`src/rtl/random_block_collector.sv`:
```
// Random block collector.
// Requests a burst of REGISTER_SIZE-bit words from an external generator and
// assembles NUM_BLOCKS of them into one number. The held number can then be
// read back one block per cycle until it is consumed.
//
// Ports:
//   clk_in         - single clock, rising edge
//   rst_in         - synchronous active-low reset
//   start_in       - request collection of a new number
//   trigger_out    - one-cycle pulse that starts the generator burst
//   block_in       - generator data word
//   block_valid_in - qualifies block_in
//   busy_out       - request or collection in progress
//   ready_out      - a complete number is held
//   rd_en_in       - read strobe
//   rd_idx_in      - block index to read
//   rd_data_out    - read data, one cycle after rd_en_in
//   rd_valid_out   - qualifies rd_data_out
//   consume_in     - release the held number
//   error_out      - sticky flag for block_valid_in outside collection
module random_block_collector #(
    parameter int unsigned REGISTER_SIZE = 32,
    parameter int unsigned NUM_BLOCKS    = 128
) (
    input  logic                          clk_in,
    input  logic                          rst_in,
    input  logic                          start_in,
    output logic                          trigger_out,
    input  logic [REGISTER_SIZE-1:0]      block_in,
    input  logic                          block_valid_in,
    output logic                          busy_out,
    output logic                          ready_out,
    input  logic                          rd_en_in,
    input  logic [$clog2(NUM_BLOCKS)-1:0] rd_idx_in,
    output logic [REGISTER_SIZE-1:0]      rd_data_out,
    output logic                          rd_valid_out,
    input  logic                          consume_in,
    output logic                          error_out
);

    localparam int unsigned IdxW = $clog2(NUM_BLOCKS);
    localparam logic [IdxW-1:0] LastIdx = IdxW'(NUM_BLOCKS - 1);

    typedef enum logic [1:0] {
        StIdle,
        StRequest,
        StCollect,
        StReady
    } state_e;

    state_e                   state_q, state_d;
    logic [IdxW-1:0]          cnt_q, cnt_d;
    logic                     trigger_q, trigger_d;
    logic                     busy_q, busy_d;
    logic                     ready_q, ready_d;
    logic                     error_q, error_d;
    logic                     rd_valid_q, rd_valid_d;
    logic [REGISTER_SIZE-1:0] rd_data_q, rd_data_d;
    logic                     wr_en;

    // Number storage; never read outside StReady, so it needs no reset.
    logic [REGISTER_SIZE-1:0] buffer_q [NUM_BLOCKS];

    always_comb begin
        state_d = state_q;
        cnt_d   = cnt_q;
        error_d = error_q;
        wr_en   = 1'b0;

        case (state_q)
            StIdle: begin
                if (start_in) state_d = StRequest;
            end
            StRequest: begin
                state_d = StCollect;
                cnt_d   = '0;
            end
            StCollect: begin
                if (block_valid_in) begin
                    wr_en = 1'b1;
                    // Last block completes the number; the counter stops here.
                    if (cnt_q == LastIdx) begin
                        state_d = StReady;
                    end else begin
                        cnt_d = cnt_q + 1'b1;
                    end
                end
            end
            StReady: begin
                if (consume_in) state_d = start_in ? StRequest : StIdle;
            end
            default: state_d = StIdle;
        endcase

        if (block_valid_in && (state_q != StCollect)) error_d = 1'b1;
        // A new request always starts with a clean error flag.
        if (state_d == StRequest) error_d = 1'b0;

        // Outputs registered from the next state so they line up with it.
        trigger_d = (state_d == StRequest);
        busy_d    = (state_d == StRequest) || (state_d == StCollect);
        ready_d   = (state_d == StReady);

        // Reads sample the current state, so a read alongside consume_in still hits.
        rd_valid_d = rd_en_in && (state_q == StReady);
        rd_data_d  = rd_data_q;
        if (rd_valid_d) rd_data_d = buffer_q[rd_idx_in];
    end

    always_ff @(posedge clk_in) begin
        if (!rst_in) begin
            state_q    <= StIdle;
            cnt_q      <= '0;
            trigger_q  <= 1'b0;
            busy_q     <= 1'b0;
            ready_q    <= 1'b0;
            error_q    <= 1'b0;
            rd_valid_q <= 1'b0;
            rd_data_q  <= '0;
        end else begin
            state_q    <= state_d;
            cnt_q      <= cnt_d;
            trigger_q  <= trigger_d;
            busy_q     <= busy_d;
            ready_q    <= ready_d;
            error_q    <= error_d;
            rd_valid_q <= rd_valid_d;
            rd_data_q  <= rd_data_d;
        end
    end

    always_ff @(posedge clk_in) begin
        if (rst_in && wr_en) buffer_q[cnt_q] <= block_in;
    end

    assign trigger_out  = trigger_q;
    assign busy_out     = busy_q;
    assign ready_out    = ready_q;
    assign error_out    = error_q;
    assign rd_valid_out = rd_valid_q;
    assign rd_data_out  = rd_data_q;

endmodule

```
`config.mk`:
```
export PLATFORM = sky130hd
export DESIGN_NAME = random_block_collector
export DESIGN_NICKNAME = d
export VERILOG_FILES = /design/src/rtl/random_block_collector.sv
export SDC_FILE = /design/constraint.sdc
export NUM_CORES = 2
export LEC_CHECK = 0
export ABC_AREA = 1
export BUFFER_PORTS_ARGS = -buffer_cell sky130_fd_sc_hd__clkbuf_2
export CAP_MARGIN = 20
export CORE_MARGIN = 2
export CORE_UTILIZATION = 55
export CTS_CLUSTER_SIZE = 16
export DETAILED_ROUTE_END_ITERATION = 8
export GPL_ROUTABILITY_DRIVEN = 0
export PLACE_DENSITY_LB_ADDON = 0.05
export RECOVER_POWER = 50
export SKIP_CTS_REPAIR_TIMING = 1
export SLEW_MARGIN = 25
export SYNTH_ARGS = -nofsm -noshare
export SYNTH_HDL_FRONTEND = slang
export SYNTH_SLANG_ARGS = --single-unit
```
`constraint.sdc`:
```
create_clock -name clk_in -period 9.94 [get_ports clk_in]
set_clock_uncertainty 0.05 [all_clocks]
set_input_delay 1.988 -clock clk_in [delete_from_list [all_inputs] [get_ports clk_in]]
set_output_delay 1.988 -clock clk_in [all_outputs]
set_load 0.02 [all_outputs]
```
==> results.md <==
* Chip width at 553 µm
* Final HPWL from detailed placement at between 200000 and 300000 µm
* Setup-failing EPs final at 0
* Slew Limit Fails at ~4.2k
* Core Footprint at 0.300 mm²
* Main combinational cell family by area after synthesis: simple AND/OR/NAND/NOR gates
* CP arrival at between 8 and 9 ns
* Buf/Inv on CP at 4
* Post-Syn Area at 0.166 mm²
* # rows at between 200 and 250
* CTS tree: done
* P_sw at roughly 8400 µW
* Worst path required time at 10.45 ns
* Avg Synthesized Cell Area at 12.2 µm²
* Reg2reg end: buffer_q[9][29]
* Post-synthesis mux area share at 0%
* Most common cell in the netlist: nand2_1
* EDFF count, synth at 4096
* Slew at the pin with the worst max-slew slack at ~4.9 ns
* Post-synth top area cell: edfxtp_1
* Internal cell power at roughly 28000 µW
* Worst Setup SP: rst_in
* Overall Power at between 30000 and 40000 µW
* Final net count at ~13k
* Wire length per cell at 29.0 µm
* Vias at 110k
* Die Ht at between 500 and 600 µm
* Sw Ratio at 22.9%
* Syn. warnings at 0
* Vias in the first global route at just over 100k
* Total of max-cap violations at 73
* Sequential Power Share at 52.4%
* Initial Util at 55.2%
* Synth Area in Compound Gates at 0.198%
* Root buf cell: clkbuf_16
* Iteration-0 DRC Markers at 15.6k
* Crit-path slowest cell: clkbuf_1
* Async SR Flop Fraction at 0%
* Fin crit share at 82.4%
* RSZ-0062 raised after global routing: no
* CTS sink count at 4142
* Initial antenna violation count at 39
* Reg-to-Reg Start: state_q[1]
* Max transition margin at -224%
* Final min period at 8.19 ns
* Final Hold Viols at 0
* Gate Count Post-Synth at 13.6k
* DP Area at about 0.17 mm²
* Logic pwr share at 6.0%
* Largest net degree at the start of global routing at 214
* # DRC at 0
* Failing checks: capacitance limit, slew limit
* Yosys reg bits at 4142
* Setup crit end kind: register
* Vias per cell at approximately 6.2
* Status: finished with violations
* Crit path max-delay family: buffers and inverters
* Leakage at 0.0633 µW
* DRT antenna net count at 0
* Post-synth top flop: edfxtp_1
* IO Count at ~80
* Clock share of power at 41.6%
* Peak supply drop at 0.159 mV
* DR pass1 iterations at 6
* FF-to-FF setup slack at 6.17 ns
* Grt total ovfl at 0
* Count of different cell masters after synthesis at 27
* Fmax at 122 MHz
* Power per Cell Area at 200 mW/mm²
* Worst Hold Class: register to register
* Syn Nets at 13.6k
* Die area at between 0.3 and 0.4 mm²
* CTS HTree Levels at 5
* Overall Global Routing Usage at 33.2%
* Setup TNS at 0 ns
* Post-Synth XOR/XNOR Area at less than 1%
* Adder and majority cell fraction of the synthesized area at 0.0227%
* Synth-to-layout area growth at 10.8%
* Register area share after synthesis at between 70% and 80%
* Crit-path max FO at 40
* Cells on worst reg2reg path at 7
* Fill cell count at between 20k and 25k
* Hold Path Sink: cnt_q[5]
* Critical path type: input port to register
* Hold depth at 2
* Port Buffers at 81
* Top cells by count, synth: nand2_1 (4164), edfxtp_1 (4096), nand3_1 (4068)
* Cts bufs inserted at around 420
* Hold path start: cnt_q[5]
* Delay of the slowest critical-path stage at 2.48 ns
* Crit start category: input port
* Yosys top cell area share at between 70 and 80%
* WL final at 515000 µm
* CTS max path bufs at 4
* Post-Synth Simple-Gate Area at around 22%
* Share of cells above drive strength 1 at 7.15%
* Final Instance Area at 0.183 mm²
* Worst-path clk slew at approximately 0.06 ns
* First-pass GRT wire length at roughly 740000 µm
* Crit-path cells: clkbuf_2, clkbuf_1, clkinv_1, nor2_1, nand4_1, buf_4, nor2_4
* Clock Latency Late Sink at between 0.9 and 1 ns
* Synth area leaders: edfxtp_1 (74%), nand3_1 (12%), nand2_1 (9.4%), buf_2 (1.9%), dfxtp_1 (0.56%)
## worst min-delay path, cell delays in order, from the launching register on
cell and delay, ns:
dfxtp_1 0.35, nand2_1 0.08, a21oi_1 0.05
## layer usage
metal | up-vias | global-route usage, % | wire [µm]
met3 | 930 | 5.35 | 53600
met2 | 6122 | 50.8 | 234000
li1 | 48300 | - | -
met1 | 54800 | 47.3 | 201000
met4 | 6 | 15.1 | 26400
met5 | - | 0 | 43
## flip-flops by register name (all words and copies together), names as in the netlist
name	cells
rd_data_out	32
trigger_out	1
busy_out	1
rd_valid_out	1
buffer_q	4096
ready_out	1
state_q	2
cnt_q	7
error_out	1
## cells by family (layout without fill, tap and decap cells)
kind of cell / count (synthesis) / in the layout
buffers and inverters: 981 / 1201
AO/OA/AOI/OAI: 48 / 48
AND/OR/NAND/NOR: 8388 / 8388
flip-flops: 4142 / 4142
adder cells (fa/ha/maj): 3 / 3
other: 0 / 21
XOR/XNOR: 1 / 1
## per-stage QoR
stage	hold slack [ns]	worst slack, ns	std cells	utilization, %
2_1_floorplan	0.420	5.14	13600	-
3_3_place_gp	0.446	2.95	16900	56.7
3_5_place_dp	0.461	2.93	17000	56.9
4_1_cts	0.470	3.94	17700	61.3
5_1_grt	0.524	1.86	17700	61.2
6_report	0.471	1.75	17800	61.2
## area by class of cell
class                           instances  area (µm²)  area share [%]
Antenna cell                           21        52.6          0.0286
Inverter                               63         283           0.154
Timing Repair Buffer                  365        3180            1.73
Clock inverter                        218        1800           0.980
Tap cell                             3958        4950            2.70
Multi-Input combinational cell       8440       38000            20.7
Clock buffer                          555       11400            6.19
Sequential cell                      4142      124000            67.5
## power by group through the flow
stage	Sequential (µW)	Combinational, µW	Clock (µW)
after floorplan	19600	1130	0
after global placement	19600	2150	0
after detailed placement	19600	2180	0
after CTS	19200	2180	15400
after global routing	19300	2330	16100
final	19300	2210	15300
## placed cells by master, fill, tap and decap left out, types with 19 or more instances in the layout
cell type  synthesis  final
buf_12             1     40
buf_4             35    185
bufinv_16          0     24
clkbuf_1         124    212
clkbuf_16          0    427
clkbuf_8           0     19
clkinv_1           1     86
clkinv_2           0     79
dfxtp_1           46     46
diode_2            0     21
edfxtp_1        4096   4096
inv_1             56     53
nand2_1         4164   4161
nand3_1         4068   4064
nor2_1           149     21
nor2_4             1    129
o21a_1            32     32
## how the worst max path moves through the flow
stage                             to  slack [ns]  cells after the start
floorplan           buffer_q[102][0]        5.14                      5
global placement      rd_data_out[2]        2.95                     14
detailed placement   rd_data_out[16]        2.93                     14
CTS                  rd_data_out[16]        3.94                     14
global route        buffer_q[113][9]        1.86                      8
finish               buffer_q[9][29]        1.75                      7
No activity file was read; power rests on OpenSTA's default activity.
